**src/rtl/mem_uart_pkg.sv**
```systemverilog
// mem_uart_pkg
//   Shared definitions for the memory-mapped UART transmitter:
//   register offsets (addr[3:2]), STATUS bit positions and the
//   transmit FSM state type.
//   Optional feature macro: MEM_UART_TX_PARITY_EN (see mem_uart_tx.sv).
package mem_uart_pkg;

    localparam logic [1:0] REG_TXDATA = 2'd0;
    localparam logic [1:0] REG_STATUS = 2'd1;
    localparam logic [1:0] REG_DIV    = 2'd2;

    localparam int ST_FULL    = 0;
    localparam int ST_EMPTY   = 1;
    localparam int ST_BUSY    = 2;
    localparam int ST_OVF     = 3;
    localparam int ST_LVL_LSB = 4;   // level occupies bits [7:4]
    localparam int ST_PARITY  = 8;   // reads 1 when the parity build is selected

    typedef enum logic [2:0] {
        IDLE,
        START,
        DATA,
        PARITY,
        STOP
    } uart_state_e;

endpackage

```
**src/rtl/uart_tx_fifo.sv**
```systemverilog
// uart_tx_fifo
//   Small synchronous FIFO holding bytes waiting to be serialized.
//   Pointers carry one extra wrap bit so full/empty are distinguished
//   and level = wptr - rptr.
// Ports:
//   clk, reset          clock, synchronous active-high reset (pointers only)
//   i_push, i_din       push request and data (ignored when full unless popping)
//   i_pop               pop request (ignored when empty)
//   o_dout              head entry, valid while !o_empty
//   o_full, o_empty     occupancy flags
//   o_level             number of stored entries
module uart_tx_fifo
    import mem_uart_pkg::*;
#(
    parameter int DEPTH = 4,
    parameter int WIDTH = 8,
    localparam int AW   = $clog2(DEPTH)
) (
    input  logic             clk,
    input  logic             reset,
    input  logic             i_push,
    input  logic [WIDTH-1:0] i_din,
    input  logic             i_pop,
    output logic [WIDTH-1:0] o_dout,
    output logic             o_full,
    output logic             o_empty,
    output logic [AW:0]      o_level
);

    logic [WIDTH-1:0] r_mem [DEPTH];
    logic [AW:0]      r_wptr;
    logic [AW:0]      r_rptr;
    logic             w_pop_ok;
    logic             w_push_ok;

    assign o_level   = r_wptr - r_rptr;
    assign o_empty   = (r_wptr == r_rptr);
    assign o_full    = (o_level == (AW+1)'(DEPTH));
    assign o_dout    = r_mem[r_rptr[AW-1:0]];
    assign w_pop_ok  = i_pop && !o_empty;
    // A pop in the same cycle frees the slot, so a full FIFO still accepts
    assign w_push_ok = i_push && (!o_full || w_pop_ok);

    always_ff @(posedge clk) begin
        if (reset) begin
            r_wptr <= '0;
            r_rptr <= '0;
        end else begin
            if (w_push_ok) r_wptr <= r_wptr + (AW+1)'(1);
            if (w_pop_ok)  r_rptr <= r_rptr + (AW+1)'(1);
        end
    end

    always_ff @(posedge clk) begin
        if (w_push_ok) r_mem[r_wptr[AW-1:0]] <= i_din;
    end

endmodule

```
**src/rtl/mem_uart_tx.sv**
```systemverilog
// mem_uart_tx
//   UART transmitter responding on the picorv32 native memory bus.
//   Bytes written to TXDATA are queued and sent 8N1, LSB first.
//   Registers (offset = addr[3:2]): 0 TXDATA (wo), 1 STATUS (ro,
//   write bit3=1 clears OVF), 2 DIV (rw, bits[15:0]), 3 reserved.
//   Optional macro MEM_UART_TX_PARITY_EN inserts an even-parity bit
//   between the data bits and the stop bit and sets STATUS bit8.
// Ports:
//   clk, reset   clock, synchronous active-high reset
//   mem_valid    request valid
//   mem_addr     byte address
//   mem_wdata    write data
//   mem_wstrb    byte strobes, 0 = read
//   mem_sel      mem_valid && address in this block's 16-byte window
//   mem_ready    single-cycle acknowledge
//   mem_rdata    read data, valid while mem_ready
//   uart_tx      serial output, idle high
module mem_uart_tx
    import mem_uart_pkg::*;
#(
    parameter logic [31:0] BASE_ADDR   = 32'h1000_0000,
    parameter int          FIFO_DEPTH  = 4,
    parameter logic [15:0] DEFAULT_DIV = 16'd867
) (
    input  logic        clk,
    input  logic        reset,
    input  logic        mem_valid,
    input  logic [31:0] mem_addr,
    input  logic [31:0] mem_wdata,
    input  logic [3:0]  mem_wstrb,
    output logic        mem_sel,
    output logic        mem_ready,
    output logic [31:0] mem_rdata,
    output logic        uart_tx
);

    localparam int AW = $clog2(FIFO_DEPTH);

    logic        w_sel, w_acc, w_wr_tx, w_push, w_pop, w_tick, w_tx;
    logic [1:0]  w_off;
    logic [31:0] w_status, w_rd_data;
    logic [7:0]  w_fifo_dout;
    logic        w_full, w_empty;
    logic [AW:0] w_level;
    logic        w_unused;

    logic        r_ready;
    logic [31:0] r_rdata;
    logic        r_ovf;
    logic [15:0] r_div;
    uart_state_e r_state, w_state_nxt;
    logic [15:0] r_timer;
    logic [2:0]  r_bitcnt;
    logic [7:0]  r_shift;
    logic        r_par;

    assign w_unused  = &{1'b0, mem_addr[1:0], mem_wdata[31:16]};
    assign w_sel     = mem_valid && (mem_addr[31:4] == BASE_ADDR[31:4]);
    assign w_off     = mem_addr[3:2];
    // Register side effects occur only in the acknowledge cycle
    assign w_acc     = r_ready && w_sel;
    assign w_wr_tx   = w_acc && (w_off == REG_TXDATA) && mem_wstrb[0];
    assign w_push    = w_wr_tx && (!w_full || w_pop);
    assign mem_sel   = w_sel;
    assign mem_ready = r_ready;
    assign mem_rdata = r_rdata;
    assign uart_tx   = w_tx;

    uart_tx_fifo #(.DEPTH(FIFO_DEPTH), .WIDTH(8)) u_fifo (
        .clk     (clk),
        .reset   (reset),
        .i_push  (w_push),
        .i_din   (mem_wdata[7:0]),
        .i_pop   (w_pop),
        .o_dout  (w_fifo_dout),
        .o_full  (w_full),
        .o_empty (w_empty),
        .o_level (w_level)
    );

    always_comb begin
        w_status                     = '0;
        w_status[ST_FULL]            = w_full;
        w_status[ST_EMPTY]           = w_empty;
        w_status[ST_BUSY]            = (r_state != IDLE);
        w_status[ST_OVF]             = r_ovf;
        w_status[ST_LVL_LSB +: 4]    = 4'(w_level);
`ifdef MEM_UART_TX_PARITY_EN
        w_status[ST_PARITY]          = 1'b1;
`else
        w_status[ST_PARITY]          = 1'b0;
`endif
    end

    always_comb begin
        case (w_off)
            REG_STATUS: w_rd_data = w_status;
            REG_DIV:    w_rd_data = {16'h0000, r_div};
            default:    w_rd_data = '0;
        endcase
    end

    // Bus handshake and register writes
    always_ff @(posedge clk) begin
        if (reset) begin
            r_ready <= 1'b0;
            r_rdata <= '0;
            r_ovf   <= 1'b0;
            r_div   <= DEFAULT_DIV;
        end else begin
            r_ready <= w_sel && !r_ready;
            r_rdata <= (w_sel && !r_ready && (mem_wstrb == 4'b0000)) ? w_rd_data : '0;
            if (w_wr_tx && w_full && !w_pop)
                r_ovf <= 1'b1;
            else if (w_acc && (w_off == REG_STATUS) && (|mem_wstrb) && mem_wdata[ST_OVF])
                r_ovf <= 1'b0;
            if (w_acc && (w_off == REG_DIV)) begin
                if (mem_wstrb[0]) r_div[7:0]  <= mem_wdata[7:0];
                if (mem_wstrb[1]) r_div[15:8] <= mem_wdata[15:8];
            end
        end
    end

    // Transmit FSM: next state, FIFO pop and line level
    always_comb begin
        w_state_nxt = r_state;
        w_pop       = 1'b0;
        w_tx        = 1'b1;
        w_tick      = (r_timer == 16'd0);
        case (r_state)
            IDLE: begin
                if (!w_empty) begin
                    w_pop       = 1'b1;
                    w_state_nxt = START;
                end
            end
            START: begin
                w_tx = 1'b0;
                if (w_tick) w_state_nxt = DATA;
            end
            DATA: begin
                w_tx = r_shift[0];
                if (w_tick && (r_bitcnt == 3'd7)) begin
`ifdef MEM_UART_TX_PARITY_EN
                    w_state_nxt = PARITY;
`else
                    w_state_nxt = STOP;
`endif
                end
            end
            PARITY: begin
                w_tx = r_par;
                if (w_tick) w_state_nxt = STOP;
            end
            STOP: begin
                if (w_tick) begin
                    // Chain straight into the next frame when data is waiting
                    if (!w_empty) begin
                        w_pop       = 1'b1;
                        w_state_nxt = START;
                    end else begin
                        w_state_nxt = IDLE;
                    end
                end
            end
            default: w_state_nxt = IDLE;
        endcase
    end

    always_ff @(posedge clk) begin
        if (reset) begin
            r_state  <= IDLE;
            r_timer  <= '0;
            r_bitcnt <= '0;
        end else begin
            r_state <= w_state_nxt;
            // DIV is sampled on every reload, so a new value applies at the next bit
            if (w_pop) begin
                r_timer  <= r_div;
                r_bitcnt <= '0;
            end else if (r_state != IDLE) begin
                if (w_tick) begin
                    r_timer <= r_div;
                    if (r_state == DATA) r_bitcnt <= r_bitcnt + 3'd1;
                end else begin
                    r_timer <= r_timer - 16'd1;
                end
            end
        end
    end

    always_ff @(posedge clk) begin
        if (w_pop) begin
            r_shift <= w_fifo_dout;
            r_par   <= ^w_fifo_dout;
        end else if ((r_state == DATA) && w_tick) begin
            r_shift <= {1'b0, r_shift[7:1]};
        end
    end

endmodule
```
**config.mk**
```make
export PLATFORM = sky130hd
export DESIGN_NAME = mem_uart_tx
export DESIGN_NICKNAME = d
export VERILOG_FILES = /design/src/rtl/mem_uart_pkg.sv /design/src/rtl/uart_tx_fifo.sv /design/src/rtl/mem_uart_tx.sv
export SDC_FILE = /design/constraint.sdc
export NUM_CORES = 1
export LEC_CHECK = 0
export CAP_MARGIN = 20
export CORE_MARGIN = 1
export CORE_UTILIZATION = 45
export CTS_CLUSTER_SIZE = 14
export DETAILED_ROUTE_END_ITERATION = 10
export PLACE_DENSITY = 0.74
export SLEW_MARGIN = 20
export SYNTH_ARGS = -nofsm -noshare
export SYNTH_HDL_FRONTEND = slang
export SYNTH_SLANG_ARGS = --single-unit
export TNS_END_PERCENT = 10
```
**constraint.sdc**
```tcl
create_clock -name clk -period 7.66 [get_ports clk]
set_input_delay 1.915 -clock clk [delete_from_list [all_inputs] [get_ports clk]]
set_output_delay 1.915 -clock clk [all_outputs]
set_load 0.005 [all_outputs]
```
======== Yosys cells after proc, flatten, opt, wreduce, memory -nomap -nowiden ========
Memory sizes are Yosys's and may differ from the RTL's. A register that Yosys moved wholly into a read port is not among the register bits.
Cells that the tools add are included.
operators by class
  shift-type cells ........................ 0
  bitwise operators ....................... 1
  add/sub/neg operators ................... 5
  reductions and logical operators ........ 39
  $lt $le $gt $ge ......................... 0
  div/mod/pow operators ................... 0
  $mul .................................... 0
  equality and inequality tests ........... 15
  muxes and demuxes ....................... 23
operators with widths
  kind                     count
  $mux W16                 3
  $pmux W16 S2             1
  $eq A28 B25 Y1 const B   1
  $logic_and A1 B1 Y1      17
  $logic_not A16 Y1        1
  $mux W8                  2
  $sub A16 B1 Y16 const B  1
  $mux W3                  5
  $pmux W3 S5              1
  $ne A2 B2 Y1 const B     5
  $add A3 B1 Y3 const B    3
  $eq A3 B3 Y1 const B     3
  $reduce_xor A8 Y1        1
  $mux W1                  7
  $eq A3 B2 Y1 const B     2
  $reduce_bool A2 Y1       3
  $reduce_and A5 Y1        1
  $logic_not A1 Y1         4
  $logic_not A4 Y1         1
  $mux W2                  2
  $reduce_and A2 Y1        2
  $reduce_or A2 Y1         2
  $reduce_or A4 Y1         1
  $eq A3 B1 Y1 const B     1
  12 further kinds         13
storage, ports and cells
  bits in latches ......................... 0
  word-level logic and storage cells ...... 96
  memory bits (writable) .................. 32
  memories ................................ 1
  bits in read-only memories .............. 0
  input port bits ......................... 71
  bits in registers ....................... 87
  output and inout port bits .............. 35
memory list
  name          words  width  read ports  clocked after memory_dff  write ports  line                source
  u_fifo.r_mem  4      8      1           1                         1            uart_tx_fifo.sv:30  logic [WIDTH-1:0] r_mem [DEPTH];

======== Depth between registers and ports, before layout ========
  depth in word-level cells ............... 9
  gate-level depth with buffers ........... 9
  depth with buffers taken out ............ 8

======== Hierarchy ========
A second synthesis with hierarchy kept.
unflattened totals
  cells, all modules ...................... 460
  area, all modules ....................... 4932.2 um^2
modules (own cells, without submodules)
  module        area each (um^2)  instances  cells an instance
  mem_uart_tx   3254.4            1          365
  uart_tx_fifo  1677.9            1          95

======== Least setup slack after synthesis ========
No wires, ideal clock.
  kind .................................... input port to output port
  start point ............................. input port mem_addr[20]
  end point ............................... output port mem_sel
  path buffers ............................ 0
  required time ........................... 5745 ps
  stages .................................. 4
  path slack .............................. 2890 ps
  arrival time ............................ 2855 ps
  cells stage by stage .................... nor4b_1 nand4_1 or2_2 inv_1
on the way
  cells in the longest elaborated chain, start to end .. 2
ends and longest elaborated chain
  item                 line               source
  from (decl)          mem_uart_tx.sv:28  input logic [31:0] mem_addr,
  $eq A28 B25 Y1       mem_uart_tx.sv:58  assign w_sel = mem_valid && (mem_addr[31:4] == BASE_ADDR[31:4]);
  $logic_and A1 B1 Y1  mem_uart_tx.sv:58
  to (decl)            mem_uart_tx.sv:31  output logic mem_sel,
No other way between the ends.

======== Worst setup path in the final report ========
  start point ............................. input port mem_addr[8]
  end point ............................... output port mem_sel
Same word-level chain as after synthesis.

==> impl_results.html <==
<table>
<tr><th>Metric</th><th>Value</th></tr>
<tr><th colspan="2">STA</th></tr>
<tr><td>Tightest Pin Transition</td><td>968 ps</td></tr>
<tr><td>Final setup slack of the worst path</td><td>1790 ps</td></tr>
<tr><td>Worst slew slack as a fraction of its limit</td><td>approximately 35%</td></tr>
<tr><td>Setup Total Neg Slack</td><td>0 ps</td></tr>
<tr><td>Final number of hold-violating endpoints</td><td>0</td></tr>
<tr><td>Final period util</td><td>76.6%</td></tr>
<tr><td>Final critical delay including setup and external delays</td><td>5870 ps</td></tr>
<tr><td>Max Transition Viols Final</td><td>0</td></tr>
<tr><td>Highest clock rate</td><td>0.170 GHz</td></tr>
<tr><td>Unrepaired setup endpoints after global routing</td><td>no</td></tr>
<tr><td>Final setup vio count</td><td>0</td></tr>
<tr><td>Fin Clk Skew</td><td>between 10 and 15 ps</td></tr>
<tr><th colspan="2">Clocking</th></tr>
<tr><td># Post-CTS Setup Buffers</td><td>0</td></tr>
<tr><td>Max H-tree Level</td><td>3</td></tr>
<tr><td>Buffer type at the clock tree root</td><td>sky130_fd_sc_hd__clkbuf_8</td></tr>
<tr><td>Clock latency at the later pin of the worst-skew pair</td><td>about 380 ps</td></tr>
<tr><td>Clock tree from TritonCTS</td><td>yes</td></tr>
<tr><td>Clock slew at the register clock pins of the worst setup and hold paths</td><td>80 ps</td></tr>
<tr><td>Number of hold-repair buffers added at the cts stage</td><td>0</td></tr>
<tr><td>Number of buffers on the longest clock path</td><td>2</td></tr>
<tr><td>Clock sinks</td><td>105</td></tr>
<tr><td>CTS resizes</td><td>0</td></tr>
<tr><td>Total CTS buffers</td><td>9</td></tr>
<tr><th colspan="2">Placed design</th></tr>
<tr><td>Half-perimeter wire length of the detailed placement result</td><td>about 7000 µm</td></tr>
<tr><td>Total instance count after detailed placement</td><td>635</td></tr>
<tr><td>PortBufs</td><td>71</td></tr>
<tr><td>Worst setup slack after placement</td><td>1780 ps</td></tr>
<tr><td>Global placer's final weighted congestion</td><td>about 0.8</td></tr>
<tr><th colspan="2">Setup path</th></tr>
<tr><td>Worst r2r src</td><td>r_timer[0]</td></tr>
<tr><td>Required time of the worst setup path</td><td>5750 ps</td></tr>
<tr><td>Worst setup SP type</td><td>primary input</td></tr>
<tr><td>Worst path arrival time</td><td>3950 ps</td></tr>
<tr><td>Worst Setup SP</td><td>mem_addr[8]</td></tr>
<tr><td>CP Class</td><td>in -&gt; out</td></tr>
<tr><td>Max FO, Critical Path</td><td>4</td></tr>
<tr><td>Worst Setup End Kind</td><td>output pin</td></tr>
<tr><th colspan="2">Power</th></tr>
<tr><td>Switching Share</td><td>37.9%</td></tr>
<tr><td>Part of the total power dissipated in combinational logic</td><td>44.9%</td></tr>
<tr><td>Relative contribution of sequential cells to total power</td><td>36.4%</td></tr>
<tr><td>Reported leakage power</td><td>2.16 nW</td></tr>
<tr><td>Worst IR Drop VDD</td><td>0.244 mV</td></tr>
<tr><td>Power spent charging and discharging nets</td><td>0.726 mW</td></tr>
<tr><td>Pwr Total</td><td>1.92 mW</td></tr>
<tr><td>Clock Power Share</td><td>18.6%</td></tr>
<tr><td>Power density relative to cell area</td><td>326 mW/mm²</td></tr>
<tr><td>Design internal power</td><td>1.19 mW</td></tr>
<tr><th colspan="2">Cells and area</th></tr>
<tr><td>Non-filler instance count after layout</td><td>651</td></tr>
<tr><td>Count of inserted antenna diode cells</td><td>0</td></tr>
<tr><td>Final core occ</td><td>between 50 and 60%</td></tr>
<tr><td>Fraction of final layout cells sized beyond drive strength 1</td><td>under 10%</td></tr>
<tr><td>Number of nets in the layout</td><td>around 600</td></tr>
<tr><td>P&amp;R area growth vs syn</td><td>19.6%</td></tr>
<tr><th colspan="2">Logic synthesis</th></tr>
<tr><td>Share of synthesized flip-flops with an asynchronous set or reset</td><td>0%</td></tr>
<tr><td>Number of synthesized flops with an enable pin</td><td>41</td></tr>
<tr><td>Main combinational cell family by area after synthesis</td><td>simple AND/OR/NAND/NOR gates</td></tr>
<tr><td>Mapped Cells</td><td>446</td></tr>
<tr><td>Xor and xnor area share after synthesis</td><td>2.14%</td></tr>
<tr><td>Register bit total from synthesis</td><td>~110</td></tr>
<tr><td>Number of warning messages in the yosys log</td><td>0</td></tr>
<tr><td>Adder-cell share of the synthesized area</td><td>around 3.7%</td></tr>
<tr><td>Number of different library cells in the post-synthesis netlist</td><td>54</td></tr>
<tr><td>Sequential share of the synthesized area</td><td>51.1%</td></tr>
<tr><td>Netlist Area Pre-Place</td><td>~0.0049 mm²</td></tr>
<tr><td>Post-synth top flop</td><td>sky130_fd_sc_hd__dfxtp_1</td></tr>
<tr><td>Post-synthesis compound-gate area fraction</td><td>9.44%</td></tr>
<tr><td>Area share of and/or/nand/nor cells after synthesis</td><td>15.6%</td></tr>
<tr><td>Post-Synthesis Mean Instance Area</td><td>roughly 11 µm²</td></tr>
<tr><td>Multiplexer area fraction after synthesis</td><td>a little under an eighth</td></tr>
<tr><th colspan="2">Routing</th></tr>
<tr><td>Vias per std cell</td><td>around 5.4</td></tr>
<tr><td>Initial detailed-routing violation count</td><td>240</td></tr>
<tr><td>Remaining DRCs</td><td>0</td></tr>
<tr><td>Length of the first detailed-routing pass in iterations</td><td>5</td></tr>
<tr><td>Average wire length per cell after detail routing</td><td>14.9 µm</td></tr>
<tr><td>Total detailed-routing wirelength</td><td>approximately 9700 µm</td></tr>
<tr><td>Number of antenna-violating nets in the routed design</td><td>0</td></tr>
<tr><td>Routed vias</td><td>roughly 3500</td></tr>
<tr><th colspan="2">Floorplan</th></tr>
<tr><td>Num ports</td><td>106</td></tr>
<tr><td>Core Rows</td><td>37</td></tr>
<tr><td>Core Box Area</td><td>0.0105 mm²</td></tr>
<tr><td>Die Outline Area</td><td>0.0114 mm²</td></tr>
<tr><td>Die Wd</td><td>107 µm</td></tr>
<tr><td>Vertical die dimension</td><td>107 µm</td></tr>
<tr><td>Starting density of the core</td><td>a little under half</td></tr>
<tr><th colspan="2">Global routing</th></tr>
<tr><td>Maximum number of pins on one net before global-route repair</td><td>53</td></tr>
<tr><td>Vias in the first global route</td><td>3410</td></tr>
<tr><td>Wire length of the first global-routing pass</td><td>around 16000 µm</td></tr>
<tr><td>Global routing usage summed across all routing layers</td><td>between 10% and 20%</td></tr>
<tr><td>Residual overflow from global routing</td><td>0</td></tr>
<tr><td>Initial antenna violation count</td><td>0</td></tr>
<tr><th colspan="2">Min path</th></tr>
<tr><td>Kind of path behind the tightest hold check</td><td>reg -&gt; reg</td></tr>
<tr><td>Min-delay src</td><td>r_div[9]</td></tr>
<tr><th colspan="2">Run</th></tr>
<tr><td>Max-Cap Viols</td><td>0</td></tr>
<tr><th colspan="2">Outcome</th></tr>
<tr><td>Run status</td><td>complete, no violations</td></tr>
</table>
-- placed cells by master, fill, tap and decap left out, types with 6 or more instances in the layout --
cell type,n
sky130_fd_sc_hd__clkdlybuf4s50_1,70
sky130_fd_sc_hd__dfxtp_1,64
sky130_fd_sc_hd__edfxtp_1,41
sky130_fd_sc_hd__nor2_1,38
sky130_fd_sc_hd__inv_1,29
sky130_fd_sc_hd__mux2i_1,28
sky130_fd_sc_hd__a21oi_1,17
sky130_fd_sc_hd__conb_1,16
sky130_fd_sc_hd__nor3_1,14
sky130_fd_sc_hd__and2_1,14
sky130_fd_sc_hd__nand2_1,13
sky130_fd_sc_hd__nand3_1,13
sky130_fd_sc_hd__ha_1,13
sky130_fd_sc_hd__o32ai_1,11
sky130_fd_sc_hd__nor2b_1,9
sky130_fd_sc_hd__clkbuf_8,9
sky130_fd_sc_hd__xnor2_1,8
sky130_fd_sc_hd__mux4_2,8
sky130_fd_sc_hd__mux2_2,8
sky130_fd_sc_hd__nor4_1,8
sky130_fd_sc_hd__o21ai_0,7
sky130_fd_sc_hd__a211o_1,6
sky130_fd_sc_hd__a22oi_1,6
-- stage by stage --
stage          hold slack, ps  area (µm²)
6_report                  494        5880
5_1_grt                   510        5880
4_1_cts                   496        5880
3_5_place_dp              476        5670
3_3_place_gp              466        5670
2_1_floorplan             444        4970
-- power groups by stage --
stage / Clock (mW) / Combinational [mW] / Sequential [mW]
after global placement: 0 / 0.831 / 0.707
after CTS: 0.365 / 0.855 / 0.698
after detailed placement: 0 / 0.852 / 0.710
after floorplan: 0 / 0.718 / 0.687
final: 0.357 / 0.861 / 0.698
after global routing: 0.387 / 0.957 / 0.709
-- registers in the layout, indices dropped and copies added, names as in the netlist, named ones only --
register       count
mem_rdata         16
mem_ready          1
r_bitcnt           3
r_div             16
r_ovf              1
r_par              1
r_shift            8
r_state            3
r_timer           16
u_fifo.r_mem      32
u_fifo.r_rptr      3
u_fifo.r_wptr      3
-- critical path, cell delays in order --
cell and delay (ps):
sky130_fd_sc_hd__clkdlybuf4s50_1 400, sky130_fd_sc_hd__nor4_1 310, sky130_fd_sc_hd__nand4_1 290, sky130_fd_sc_hd__or2_2 420
sky130_fd_sc_hd__inv_1 100, sky130_fd_sc_hd__clkdlybuf4s50_1 510
-- path summary, 6_finish.rpt --
path / end / slack (ps) / depth (start not counted)
max: mem_sel / 1790 / 6
min: mem_rdata[9] / 490 / 1
max reg2reg: u_fifo.r_mem[3][5] / 4580 / 7
min reg2reg: mem_rdata[9] / 490 / 1
-- cell families (layout without fill, tap and decap cells) --
family,after synthesis,after routing
buf+inv,65,119
xor+xnor,12,12
flops,105,105
compound gates,63,63
mux,45,45
simple gates,141,141
fa+ha+maj,14,14
other cells,1,16
-- cell usage after synthesis, types with 5 or more instances --
| cell type | n | share of area (%) |
|---|---|---|
| sky130_fd_sc_hd__a22oi_1 | 6 | 0.92 |
| sky130_fd_sc_hd__clkbuf_1 | 11 | 0.84 |
| sky130_fd_sc_hd__nor2_1 | 38 | 2.9 |
| sky130_fd_sc_hd__nor4_1 | 9 | 1.1 |
| sky130_fd_sc_hd__mux4_2 | 8 | 3.7 |
| sky130_fd_sc_hd__or3_1 | 5 | 0.64 |
| sky130_fd_sc_hd__nand3_1 | 13 | 1.3 |
| sky130_fd_sc_hd__edfxtp_1 | 41 | 25 |
| sky130_fd_sc_hd__ha_1 | 13 | 3.3 |
| sky130_fd_sc_hd__mux2_2 | 8 | 1.8 |
| sky130_fd_sc_hd__nand2b_1 | 5 | 0.64 |
| sky130_fd_sc_hd__nand2_1 | 13 | 0.99 |
| sky130_fd_sc_hd__mux2i_1 | 28 | 5.7 |
| sky130_fd_sc_hd__buf_4 | 17 | 2.6 |
| sky130_fd_sc_hd__dfxtp_1 | 64 | 26 |
| sky130_fd_sc_hd__inv_1 | 29 | 2.2 |
| sky130_fd_sc_hd__nor2b_1 | 9 | 1.1 |
| sky130_fd_sc_hd__o21ai_0 | 7 | 0.71 |
| sky130_fd_sc_hd__nor3_1 | 14 | 1.4 |
| sky130_fd_sc_hd__xnor2_1 | 8 | 1.4 |
| sky130_fd_sc_hd__o32ai_1 | 11 | 2.0 |
| sky130_fd_sc_hd__a211o_1 | 6 | 1.1 |
| sky130_fd_sc_hd__and2_1 | 14 | 1.8 |
| sky130_fd_sc_hd__a21oi_1 | 18 | 1.8 |
-- metal layers --
layer | GRT usage, % | routed length [µm] | vias up
met5 | 0 | 0 | -
met4 | 7.73 | 198 | 0
met3 | 3.68 | 471 | 14
met2 | 30.1 | 4670 | 108
met1 | 24.4 | 4340 | 1651
li1 | - | - | 1710
-- final cells by class --
cell class              count  area (µm²)
repair buffers             74         728
multi-input cells         291        2150
flip-flops and latches    105        2510
clock buffers              12         160
clock inverters             4        50.0
fillers                   913        4580
well taps                 136         170
inverters                  29         109
Power figures use the tool's default switching activity.
